<file path="config.mk">
export PLATFORM = sky130hd
export DESIGN_NAME = tick_replay_ctrl
export DESIGN_NICKNAME = d
export VERILOG_FILES = /design/src/rtl/tick_replay_ctrl.sv
export SDC_FILE = /design/constraint.sdc
export NUM_CORES = 1
export LEC_CHECK = 0
export ABC_CLOCK_PERIOD_IN_PS = 4270
export CAP_MARGIN = 20
export CORE_AREA = 3 3 124 126
export CTS_CLUSTER_SIZE = 16
export DETAILED_ROUTE_END_ITERATION = 8
export DIE_AREA = 0 0 127 129
export PLACE_DENSITY = 0.66
export SLEW_MARGIN = 20
export SYNTH_ARGS = -nofsm -noshare
export SYNTH_HDL_FRONTEND = slang
export SYNTH_SLANG_ARGS = --single-unit
export TNS_END_PERCENT = 10
</file>
<file path="constraint.sdc">
create_clock -name clk -period 4.27 [get_ports clk]
set_input_delay 0.6405 -clock clk [delete_from_list [all_inputs] [get_ports clk]]
set_output_delay 0.6405 -clock clk [all_outputs]
set_load 0.005 [all_outputs]
</file>
<file path="src/rtl/tick_replay_ctrl.sv">
// Replay sequencer for the tick ROM: windowed, paced address issue with optional looping,
// read-valid alignment into the TLU and saturating buy/sell run statistics.
module tick_replay_ctrl #(
    parameter int ADDR_WIDTH  = 16,
    parameter int DATA_WIDTH  = 8,
    parameter int ROM_LATENCY = 1,
    parameter int GAP_WIDTH   = 8,
    parameter int CNT_WIDTH   = 16
) (
    input  logic                  clk,
    input  logic                  rst,
    input  logic                  start,
    input  logic                  stop,
    input  logic [ADDR_WIDTH-1:0] cfg_start_addr,
    input  logic [ADDR_WIDTH-1:0] cfg_end_addr,
    input  logic [GAP_WIDTH-1:0]  cfg_gap,
    input  logic                  cfg_loop,
    output logic [ADDR_WIDTH-1:0] rom_addr,
    output logic                  rom_en,
    input  logic [DATA_WIDTH-1:0] rom_data,
    output logic [DATA_WIDTH-1:0] tlu_data,
    output logic                  tlu_valid,
    input  logic                  buy_signal,
    input  logic                  sell_signal,
    output logic                  busy,
    output logic                  done,
    output logic                  cfg_err,
    output logic [CNT_WIDTH-1:0]  buy_count,
    output logic [CNT_WIDTH-1:0]  sell_count
);

    localparam logic [1:0] ST_IDLE  = 2'd0;
    localparam logic [1:0] ST_RUN   = 2'd1;
    localparam logic [1:0] ST_DRAIN = 2'd2;

    logic [1:0]             state_q, state_d;
    logic [ADDR_WIDTH-1:0]  start_addr_q, start_addr_d;
    logic [ADDR_WIDTH-1:0]  end_addr_q, end_addr_d;
    logic [GAP_WIDTH-1:0]   gap_cfg_q, gap_cfg_d;
    logic                   loop_q, loop_d;
    logic [ADDR_WIDTH-1:0]  addr_q, addr_d;
    logic [GAP_WIDTH-1:0]   gap_cnt_q, gap_cnt_d;
    logic [ROM_LATENCY-1:0] pipe_q, pipe_d;
    logic [DATA_WIDTH-1:0]  tlu_data_q, tlu_data_d;
    logic                   tlu_valid_q, tlu_valid_d;
    logic [CNT_WIDTH-1:0]   buy_q, buy_d;
    logic [CNT_WIDTH-1:0]   sell_q, sell_d;
    logic                   cfg_err_q, cfg_err_d;

    logic issue;
    logic rom_tail;
    logic drain_empty;

    // A stop in the same cycle as a due issue suppresses that issue.
    assign issue       = (state_q == ST_RUN) && (gap_cnt_q == '0) && !stop;
    assign rom_tail    = pipe_q[ROM_LATENCY-1];
    // Leave DRAIN only once the last read's tlu_valid cycle has fully passed.
    assign drain_empty = (pipe_q == '0) && !tlu_valid_q;

    assign rom_addr   = addr_q;
    assign rom_en     = issue;
    assign tlu_data   = tlu_data_q;
    assign tlu_valid  = tlu_valid_q;
    assign busy       = (state_q != ST_IDLE);
    assign done       = (state_q == ST_DRAIN) && drain_empty;
    assign cfg_err    = cfg_err_q;
    assign buy_count  = buy_q;
    assign sell_count = sell_q;

    always_comb begin
        state_d      = state_q;
        start_addr_d = start_addr_q;
        end_addr_d   = end_addr_q;
        gap_cfg_d    = gap_cfg_q;
        loop_d       = loop_q;
        addr_d       = addr_q;
        gap_cnt_d    = gap_cnt_q;
        buy_d        = buy_q;
        sell_d       = sell_q;
        cfg_err_d    = 1'b0;

        pipe_d[0] = issue;
        for (int i = 1; i < ROM_LATENCY; i++) begin
            pipe_d[i] = pipe_q[i-1];
        end
        tlu_valid_d = rom_tail;
        tlu_data_d  = rom_tail ? rom_data : tlu_data_q;

        case (state_q)
            ST_IDLE: begin
                if (start && !stop) begin
                    if (cfg_start_addr > cfg_end_addr) begin
                        cfg_err_d = 1'b1;
                    end else begin
                        start_addr_d = cfg_start_addr;
                        end_addr_d   = cfg_end_addr;
                        gap_cfg_d    = cfg_gap;
                        loop_d       = cfg_loop;
                        addr_d       = cfg_start_addr;
                        gap_cnt_d    = '0;
                        buy_d        = '0;
                        sell_d       = '0;
                        state_d      = ST_RUN;
                    end
                end
            end
            ST_RUN: begin
                if (stop) begin
                    state_d = ST_DRAIN;
                end else if (gap_cnt_q == '0) begin
                    gap_cnt_d = gap_cfg_q;
                    if (addr_q == end_addr_q) begin
                        if (loop_q) begin
                            addr_d = start_addr_q;
                        end else begin
                            state_d = ST_DRAIN;
                        end
                    end else begin
                        addr_d = addr_q + ADDR_WIDTH'(1);
                    end
                end else begin
                    gap_cnt_d = gap_cnt_q - GAP_WIDTH'(1);
                end
            end
            ST_DRAIN: begin
                if (drain_empty) begin
                    state_d = ST_IDLE;
                end
            end
            default: state_d = ST_IDLE;
        endcase

        // Counting covers the done cycle too, since the state is still DRAIN then.
        if (state_q != ST_IDLE) begin
            if (buy_signal && (buy_q != '1)) begin
                buy_d = buy_q + CNT_WIDTH'(1);
            end
            if (sell_signal && (sell_q != '1)) begin
                sell_d = sell_q + CNT_WIDTH'(1);
            end
        end
    end

    always_ff @(posedge clk or posedge rst) begin
        if (rst) begin
            state_q      <= ST_IDLE;
            start_addr_q <= '0;
            end_addr_q   <= '0;
            gap_cfg_q    <= '0;
            loop_q       <= 1'b0;
            addr_q       <= '0;
            gap_cnt_q    <= '0;
            pipe_q       <= '0;
            tlu_data_q   <= '0;
            tlu_valid_q  <= 1'b0;
            buy_q        <= '0;
            sell_q       <= '0;
            cfg_err_q    <= 1'b0;
        end else begin
            state_q      <= state_d;
            start_addr_q <= start_addr_d;
            end_addr_q   <= end_addr_d;
            gap_cfg_q    <= gap_cfg_d;
            loop_q       <= loop_d;
            addr_q       <= addr_d;
            gap_cnt_q    <= gap_cnt_d;
            pipe_q       <= pipe_d;
            tlu_data_q   <= tlu_data_d;
            tlu_valid_q  <= tlu_valid_d;
            buy_q        <= buy_d;
            sell_q       <= sell_d;
            cfg_err_q    <= cfg_err_d;
        end
    end

endmodule

</file>
Yosys cells after proc, flatten, opt, wreduce, memory -nomap -nowiden
Cells that the tools add are included.
Widths: inputs -> output; s select.
- output and inout bits: 61
- bits in registers: 110
- input port bits: 55
- logic and storage cells: 84
- add/sub/neg operators: 4
- reductions and logical operators: 17
- bitwise operators: 2
- eq/ne operators: 14
- mux-type cells: 33
- $lt $le $gt $ge: 1
- operators by type and width (operator ; number):
    $mux 16 ; 16
    $add 16x1->16 const B ; 3
    $mux 8 ; 4
    $ne 16x16->1 const B ; 2
    $pmux 16 s2 ; 1
    $eq 16x16->1 ; 1
    $gt 16x16->1 ; 1
    $pmux 8 s2 ; 1
    $mux 2 ; 7
    $reduce_and 6->1 ; 2
    $logic_not 8->1 ; 1
    $ne 2x2->1 const B ; 4
    $sub 8x1->8 const B ; 1
    $logic_and 1x1->1 ; 7
    $ne 3x2->1 const B ; 2
    $ne 3x3->1 const B ; 2
    $pmux 2 s3 ; 1
    $reduce_and 4->1 ; 1
    $reduce_bool 2->1 ; 2
    $mux 1 ; 3
    $reduce_and 3->1 ; 1
    $eq 2x1->1 const B ; 1
    $eq 2x2->1 const B ; 1
    $logic_not 1->1 ; 2
    other kinds (3) ; 4

Depth between registers and ports, before layout
Gate-level depths: netlist (run 1).
- depth in word-level cells: 6
- depth in mapped cells: 10
- gate-level depth less buffers: 8

Least setup slack after synthesis (run 1)
Ideal clock, no wire load.
- kind: input to register
- start point: input port cfg_end_addr[15]
- end point: register addr_q[0], in the netlist rom_addr[0]
- path buffers: 1
- required time: 4143 ps
- library setup time: 127 ps
- path slack: 1477 ps
- stages on the path: 9
- arrival: 2665 ps
- cells stage by stage: inv_1 ha_1 nand4_1 or4_1 nor2_1 a31oi_4 o21ai_2 buf_6 mux2_1
- cells in the longest elaborated chain, start to end: 3
- RTL lines (item ; RTL line ; text):
    start, declared ; 15 ; input logic [ADDR_WIDTH-1:0] cfg_end_addr,
    $gt 16x16->1 ; 92 ; if (cfg_start_addr > cfg_end_addr) begin
    $ne 2x2->1 (no source line) ; -- ;
    $reduce_and 6->1 (no source line) ; -- ;
    end signal, assigned ; 165 ; addr_q <= addr_d;
    end, declared ; 41 ; logic [ADDR_WIDTH-1:0] addr_q, addr_d;
Every way passes these cells.
A chain may end at the register's enable or synchronous reset.

Worst setup path after layout (run 1)
- start point: input port cfg_start_addr[15]
- end point: register end_addr_q[3]
- cells in the longest elaborated chain, start to end: 3
- RTL lines (item ; RTL line ; text):
    start, declared ; 14 ; input logic [ADDR_WIDTH-1:0] cfg_start_addr,
    $gt 16x16->1 ; 92 ;
    $not 1->1 (no source line) ; -- ;
    $reduce_and 3->1 (no source line) ; -- ;
    end signal, assigned ; 162 ; end_addr_q <= end_addr_d;
    end, declared ; 38 ; logic [ADDR_WIDTH-1:0] end_addr_q, end_addr_d;
Every way passes these cells.

==> reports/results.txt, run 1 <==
TritonCTS clock tree: done
maxcap violations: 0
startpoint types: input port
Worst slew margin: 37.1%
register area share after synthesis: 45.9%
root buffer cell: clkbuf_16
PwrDens: 510 nW/um2
worst skew pair latency: 0.36 ns
routed vias/inst: 5.46
HPWL after DPL: 11100 um
first-iteration detailed-routing DRC count: 299
Port-buffer cells: 115
HP Class: reg2reg
# diodes: 0
DP Worst Slack: 0.458 ns
largest net degree at the start of global routing: 75
clock skew: 0.0112 ns
Tcrit/Tclk final: 80.1%
post-route ant nets: 0
total die area: 16400 um2
Final Hold Fails: 0
Num CTS Buffers: 9
DR DRC count: 0
grt total ovfl: 0
YS warnings: 0
post-synth cell types: 53
Hold Crit Start: buy_count[12]$_DFF_PP0_
Post-CTS Hold Buffers: 0
Pre-antenna DRT Iters: 4
Longest Clk Path Bufs: 2
Setup Buffers After CTS: 0
I/O pins: 116
worst slew pin tran: 0.944 ns
first-pass GRT wire length: 25500 um
VDD IR max: 0.281 mV
final setup margin: 0.849 ns
Yosys reg bits: 110
chip width: 127 um
Die Ht: 129 um
metal1 wirelength: 7230 um
Synth Flop Type: dfrtp_1
leakage: 3.32 nW
number of global-route vias before repair: 4914
final-report max-slew violation count: 0
CTS HTree Levels: 3
Critical Path Source: cfg_start_addr[15]
Max Freq: 292 MHz
GPL Wtd Cong: 0.862
WP data required: 4.49 ns
CP max stage cell: or4_1
Starting Density: 41.6%
met2 routed WL: 7320 um
Crit. End Element: flip-flop
vias: 4813
CP Max Fanout: 21
critical path class: in2reg
Filler Cell Count: 1316
unrepaired setup endpoints after global routing: false
RR Startpoint: rom_addr[12]$_DFFE_PP0P_
WL met3: 782 um
CP bufs+invs: 2
crit-path cells: clkdlybuf4s50_1 > ha_1 > nand4_1 > or4_1 > a21o_1 > a31oi_4 > buf_4 > or2_2 > o21ai_0
EDFF count, synth: 0
outcome: complete, no violations
Total Routing Usage GR: 19.5%
final setup violation count: 0
mean area per synthesized cell: 10.2 um2
min Tclk post-route: 3.42 ns
Cell Area, Synth: 5990 um2
DR top layer: met4
ys async rst share: 100%
post-cts sizing count: 0
Post-layout nets: 769
Core Box Area: 14400 um2
clk slew on worst S/H paths: 0.07 ns
share of cells above drive strength 1: 10.3%
FP Rows: 44
cell family with most CP delay: simple AND/OR/NAND/NOR gates
Area Growth Syn to Fin: 26.3%
Setup TNS: 0 ns
clock sinks: 110
CP arrival: 3.64 ns
Total Wirelength: 15500 um
WL/cell: 17.6 um
Synth Net Count: 665
Cells after Synth: 589
initial antenna violation count: 0
worst stage delay on the critical path: 0.63 ns
## metal layers
| metal | GRT usage (%) | vias to the layer above |
|---|---|---|
| met5 | 0 | - |
| met1 | 26.4 | 2369 |
| met2 | 31.3 | 116 |
| li1 | - | 2313 |
| met3 | 5.11 | 15 |
| met4 | 5.49 | 0 |
## cells in the mapped netlist (all sizes together) (2+ instances only)
| cell type | instances | share of area (%) |
|---|---|---|
| clkbuf | 19 | 1.2 |
| buf | 11 | 1.3 |
| nor2b | 3 | 0.31 |
| xor2 | 30 | 4.4 |
| or2 | 3 | 0.31 |
| nand2b | 6 | 0.63 |
| a31o | 2 | 0.29 |
| a21oi | 18 | 1.5 |
| and3 | 6 | 0.63 |
| and2 | 4 | 0.42 |
| nand3 | 19 | 1.6 |
| xnor2 | 8 | 1.2 |
| and4 | 6 | 0.88 |
| nand4 | 12 | 1.3 |
| or3 | 4 | 0.42 |
| ha | 21 | 4.4 |
| nor4 | 10 | 1.0 |
| nand2 | 45 | 2.8 |
| o221ai | 2 | 0.29 |
| o211ai | 10 | 1.3 |
| nor3 | 8 | 0.67 |
| inv | 23 | 1.4 |
| o21ai | 87 | 7.4 |
| o22ai | 2 | 0.21 |
| nor2 | 29 | 1.8 |
| mux2i | 24 | 4.0 |
| dfrtp | 110 | 46 |
| a221oi | 2 | 0.40 |
| mux2 | 49 | 9.6 |
| a31oi | 2 | 0.46 |
## final timing paths
check,end,slack (ns),cells after the start
worst max register to register,rom_addr[7]$_DFFE_PP0P_,1.30,6
worst min register to register,buy_count[12]$_DFF_PP0_,0.49,1
max in group asynchronous,buy_count[3]$_DFF_PP0_,2.57,3
worst max-delay path,end_addr_q[3]$_DFFE_PP0P_,0.85,9
worst min-delay path,buy_count[12]$_DFF_PP0_,0.49,1
min in group asynchronous,tlu_data[2]$_DFFE_PP0P_,0.86,2
## registers in the layout (all words and copies together) (netlist names), 2 cells and up
name / flops
state_q: 2
gap_cnt_q: 8
rom_addr: 16
sell_count: 16
end_addr_q: 16
start_addr_q: 16
gap_cfg_q: 8
tlu_data: 8
buy_count: 16
## area by class of cell
type	count	area [um2]	area share, %
Sequential cell	110	2750	36.4
Inverter	23	88.8	1.17
Tap cell	184	230	3.04
Timing Repair Buffer	123	1210	16.0
Clock inverter	4	22.5	0.298
Clock buffer	12	246	3.26
Multi-Input combinational cell	426	3020	39.9
## stage by stage
stage | util (%) | instances | total power [W] | hold slack [ns] | area [um2]
after floorplan | - | 589 | 0.00247 | 0.352 | 5990
after global placement | 50.6 | 866 | 0.00304 | 0.476 | 7300
after detailed placement | 50.6 | 866 | 0.00309 | 0.487 | 7300
after CTS | 52.5 | 882 | 0.00389 | 0.497 | 7570
after global routing | 52.5 | 882 | 0.00413 | 0.524 | 7570
final | 52.5 | 882 | 0.00386 | 0.493 | 7570
## cell families (layout without fill, tap and decap cells)
logic type                 Yosys count  in the layout  synth area share (%)
muxes                               73             73                  13.7
and+or+nand+nor                    160            160                  13.5
xor gates and xnor gates            38             38                  5.55
buffers and inverters               53            162                  3.90
DFF                                110            110                  45.9
adders and majority gates           21             21                  4.38
AOI/OAI and AO/OA                  134            134                  13.1
## where the power goes
group	total (W)	internal, W	switching, W
Sequential	0.00170	0.00134	0.000355
Combinational	0.00137	0.000757	0.000612
Clock	0.000790	0.000410	0.000381
## cells in the final DEF (no fill, tap or decap), drive strengths merged, types with 2 or more instances in the layout
cell type,instances
and4,6
buf,8
o221ai,2
nor4,10
nand4,12
o211ai,10
a21oi,18
xor2,30
xnor2,8
mux2,49
nor2,29
a221oi,2
nor2b,3
o21ai,87
nand2b,6
nand2,45
a31oi,2
or2,3
and2,4
clkinv,3
mux2i,24
and3,6
clkdlybuf4s50,115
inv,23
or3,4
clkbuf,12
ha,21
a31o,2
nand3,19
dfrtp,110
o22ai,2
nor3,8
No activity file was read; power rests on OpenSTA's default activity.
==> run 2, diff against run 1 <==
--- a/config.mk
+++ b/config.mk
@@ -5,13 +5,13 @@
 export SDC_FILE = /design/constraint.sdc
 export NUM_CORES = 1
 export LEC_CHECK = 0
-export ABC_CLOCK_PERIOD_IN_PS = 4270
+export ABC_CLOCK_PERIOD_IN_PS = 3110
 export CAP_MARGIN = 20
 export CORE_AREA = 3 3 124 126
 export CTS_CLUSTER_SIZE = 16
 export DETAILED_ROUTE_END_ITERATION = 8
 export DIE_AREA = 0 0 127 129
-export PLACE_DENSITY = 0.66
+export PLACE_DENSITY = 0.68
 export SLEW_MARGIN = 20
 export SYNTH_ARGS = -nofsm -noshare
 export SYNTH_HDL_FRONTEND = slang
==> constraint.sdc (replaced) <==
create_clock -name clk -period 3.11 [get_ports clk]
set_input_delay 0.4665 -clock clk [delete_from_list [all_inputs] [get_ports clk]]
set_output_delay 0.4665 -clock clk [all_outputs]
set_load 0.005 [all_outputs]
==> run 2 against run 1 <==
Against the previous run: via count rose by 1.7%; utilization rose by 1.9 points; critical path depth is 3 lower; setup slack worse by 0.72 ns; critical path type is now reg2out; largest cell class unchanged; largest power group unchanged; highest routed layer unchanged.
==> reports/results.txt, run 2 (synthesis results as in run 1) <==
Post-CTS Hold Buffers: 0
crit-path cells: inv_1 > ha_1 > or4b_4 > or2_1 > nor2_2 > clkdlybuf4s50_1
post-route ant nets: 0
first-iteration detailed-routing DRC count: 338
number of global-route vias before repair: 4996
CP Max Fanout: 7
total power: 0.00550 W
CP bufs+invs: 2
Post-layout nets: 791
CP arrival: 2.52 ns
worst stage delay on the critical path: 0.54 ns
Crit. End Element: output pin
vias: 4895
HPWL after DPL: 10900 um
VDD IR max: 0.343 mV
Total Routing Usage GR: 19.2%
Total Wirelength: 15100 um
Longest Clk Path Bufs: 2
critical path class: reg2out
worst slew pin tran: 0.706 ns
most frequent cells in the layout: clkdlybuf4s50_1 (115), dfrtp_1 (110), o21ai_0 (83)
CP max stage cell: clkdlybuf4s50_1
FP Rows: 44
first-pass GRT wire length: 25400 um
commonest non-fill, non-tap cell in the layout: clkdlybuf4s50_1
Pre-antenna DRT Iters: 5
clock sinks: 110
leakage: 3.45 nW
largest net degree at the start of global routing: 111
routed vias/inst: 5.41
Worst slew margin: 52.8%
clk slew on worst S/H paths: 0.07 ns
final setup violation count: 0
Area Growth Syn to Fin: 30.8%
worst skew pair latency: 0.36 ns
min Tclk post-route: 2.98 ns
# diodes: 0
outcome: complete, no violations
cell family with most CP delay: simple AND/OR/NAND/NOR gates
grt total ovfl: 0
Area after DPL: 7510 um2
HP Class: reg2reg
Max Freq: 335 MHz
share of cells above drive strength 1: 13.2%
I/O pins: 116
initial antenna violation count: 0
post-cts sizing count: 1
Core Box Area: 14400 um2
final-report max-slew violation count: 0
Setup Buffers After CTS: 0
post-layout util: 54.4%
unrepaired setup endpoints after global routing: false
hold slack: 0.506 ns
CTS HTree Levels: 3
root buffer cell: clkbuf_16
chip width: 127 um
Die Ht: 129 um
maxcap violations: 0
DR DRC count: 0
clock skew: 0.00997 ns
Final Hold Fails: 0
Starting Density: 41.6%
PwrDens: 702 nW/um2
WL/cell: 16.7 um
Design Area, Final: 7840 um2
WP data required: 2.64 ns
Num CTS Buffers: 9
TritonCTS clock tree: done
startpoint types: flip-flop
Port-buffer cells: 115
total die area: 16400 um2
GPL Wtd Cong: 0.931
Tcrit/Tclk final: 95.9%
[run 2: cell count changes in the layout (fill, tap and decap cells not counted), moves of 2 or more]
cell,before,now
buf_12,0,4
clkinv_2,3,0
bufinv_16,0,2
buf_4,8,26
[run 2: metrics by stage]
stage               TNS (ns)  setup slack, ns  std cells
floorplan                  0            0.491        589
global placement       -2.12          -0.0812        888
detailed placement     -9.70           -0.207        888
CTS                        0           0.0415        904
global route               0           0.0149        904
finish                     0            0.128        904
[run 2: metal layers]
metal	track usage, %	vias to the layer above	part of all wire (%)
met4	6.69	0	1.7
met2	31.1	132	48
met1	26.5	2384	46
met5	0	-	0
li1	-	2361	-
met3	2.99	18	4.9
[run 2: path summary, 6_finish.rpt]
kind | depth (start not counted) | slack [ns] | startpoint | to
max in group asynchronous | 3 | 1.99 | rst | start_addr_q[4]$_DFFE_PP0P_
hold reg to reg | 1 | 0.51 | start_addr_q[14]$_DFFE_PP0P_ | start_addr_q[14]$_DFFE_PP0P_
min in group asynchronous | 3 | 0.61 | rst | tlu_data[2]$_DFFE_PP0P_
hold / removal | 1 | 0.51 | start_addr_q[14]$_DFFE_PP0P_ | start_addr_q[14]$_DFFE_PP0P_
setup reg to reg | 9 | 0.61 | gap_cnt_q[0]$_DFFE_PP0P_ | rom_addr[6]$_DFFE_PP0P_
setup / recovery | 6 | 0.13 | gap_cnt_q[0]$_DFFE_PP0P_ | rom_en
[run 2: area by class of cell]
cell class	instances	area (um2)
repair buffers	145	1430
inverters	23	90.1
fillers	1303	6580
multi-input cells	426	3020
flip-flops and latches	110	2750
clock buffers	13	250
clock inverters	3	67.6
well taps	184	230
[run 2: power breakdown]
part	internal [W]	total (W)	leakage, nW	switching (W)
logic	0.00109	0.00194	1.90	0.000850
registers	0.00184	0.00232	1.41	0.000478
clock network	0.000730	0.00125	0.150	0.000516
total	0.00366	0.00550	3.45	0.00184
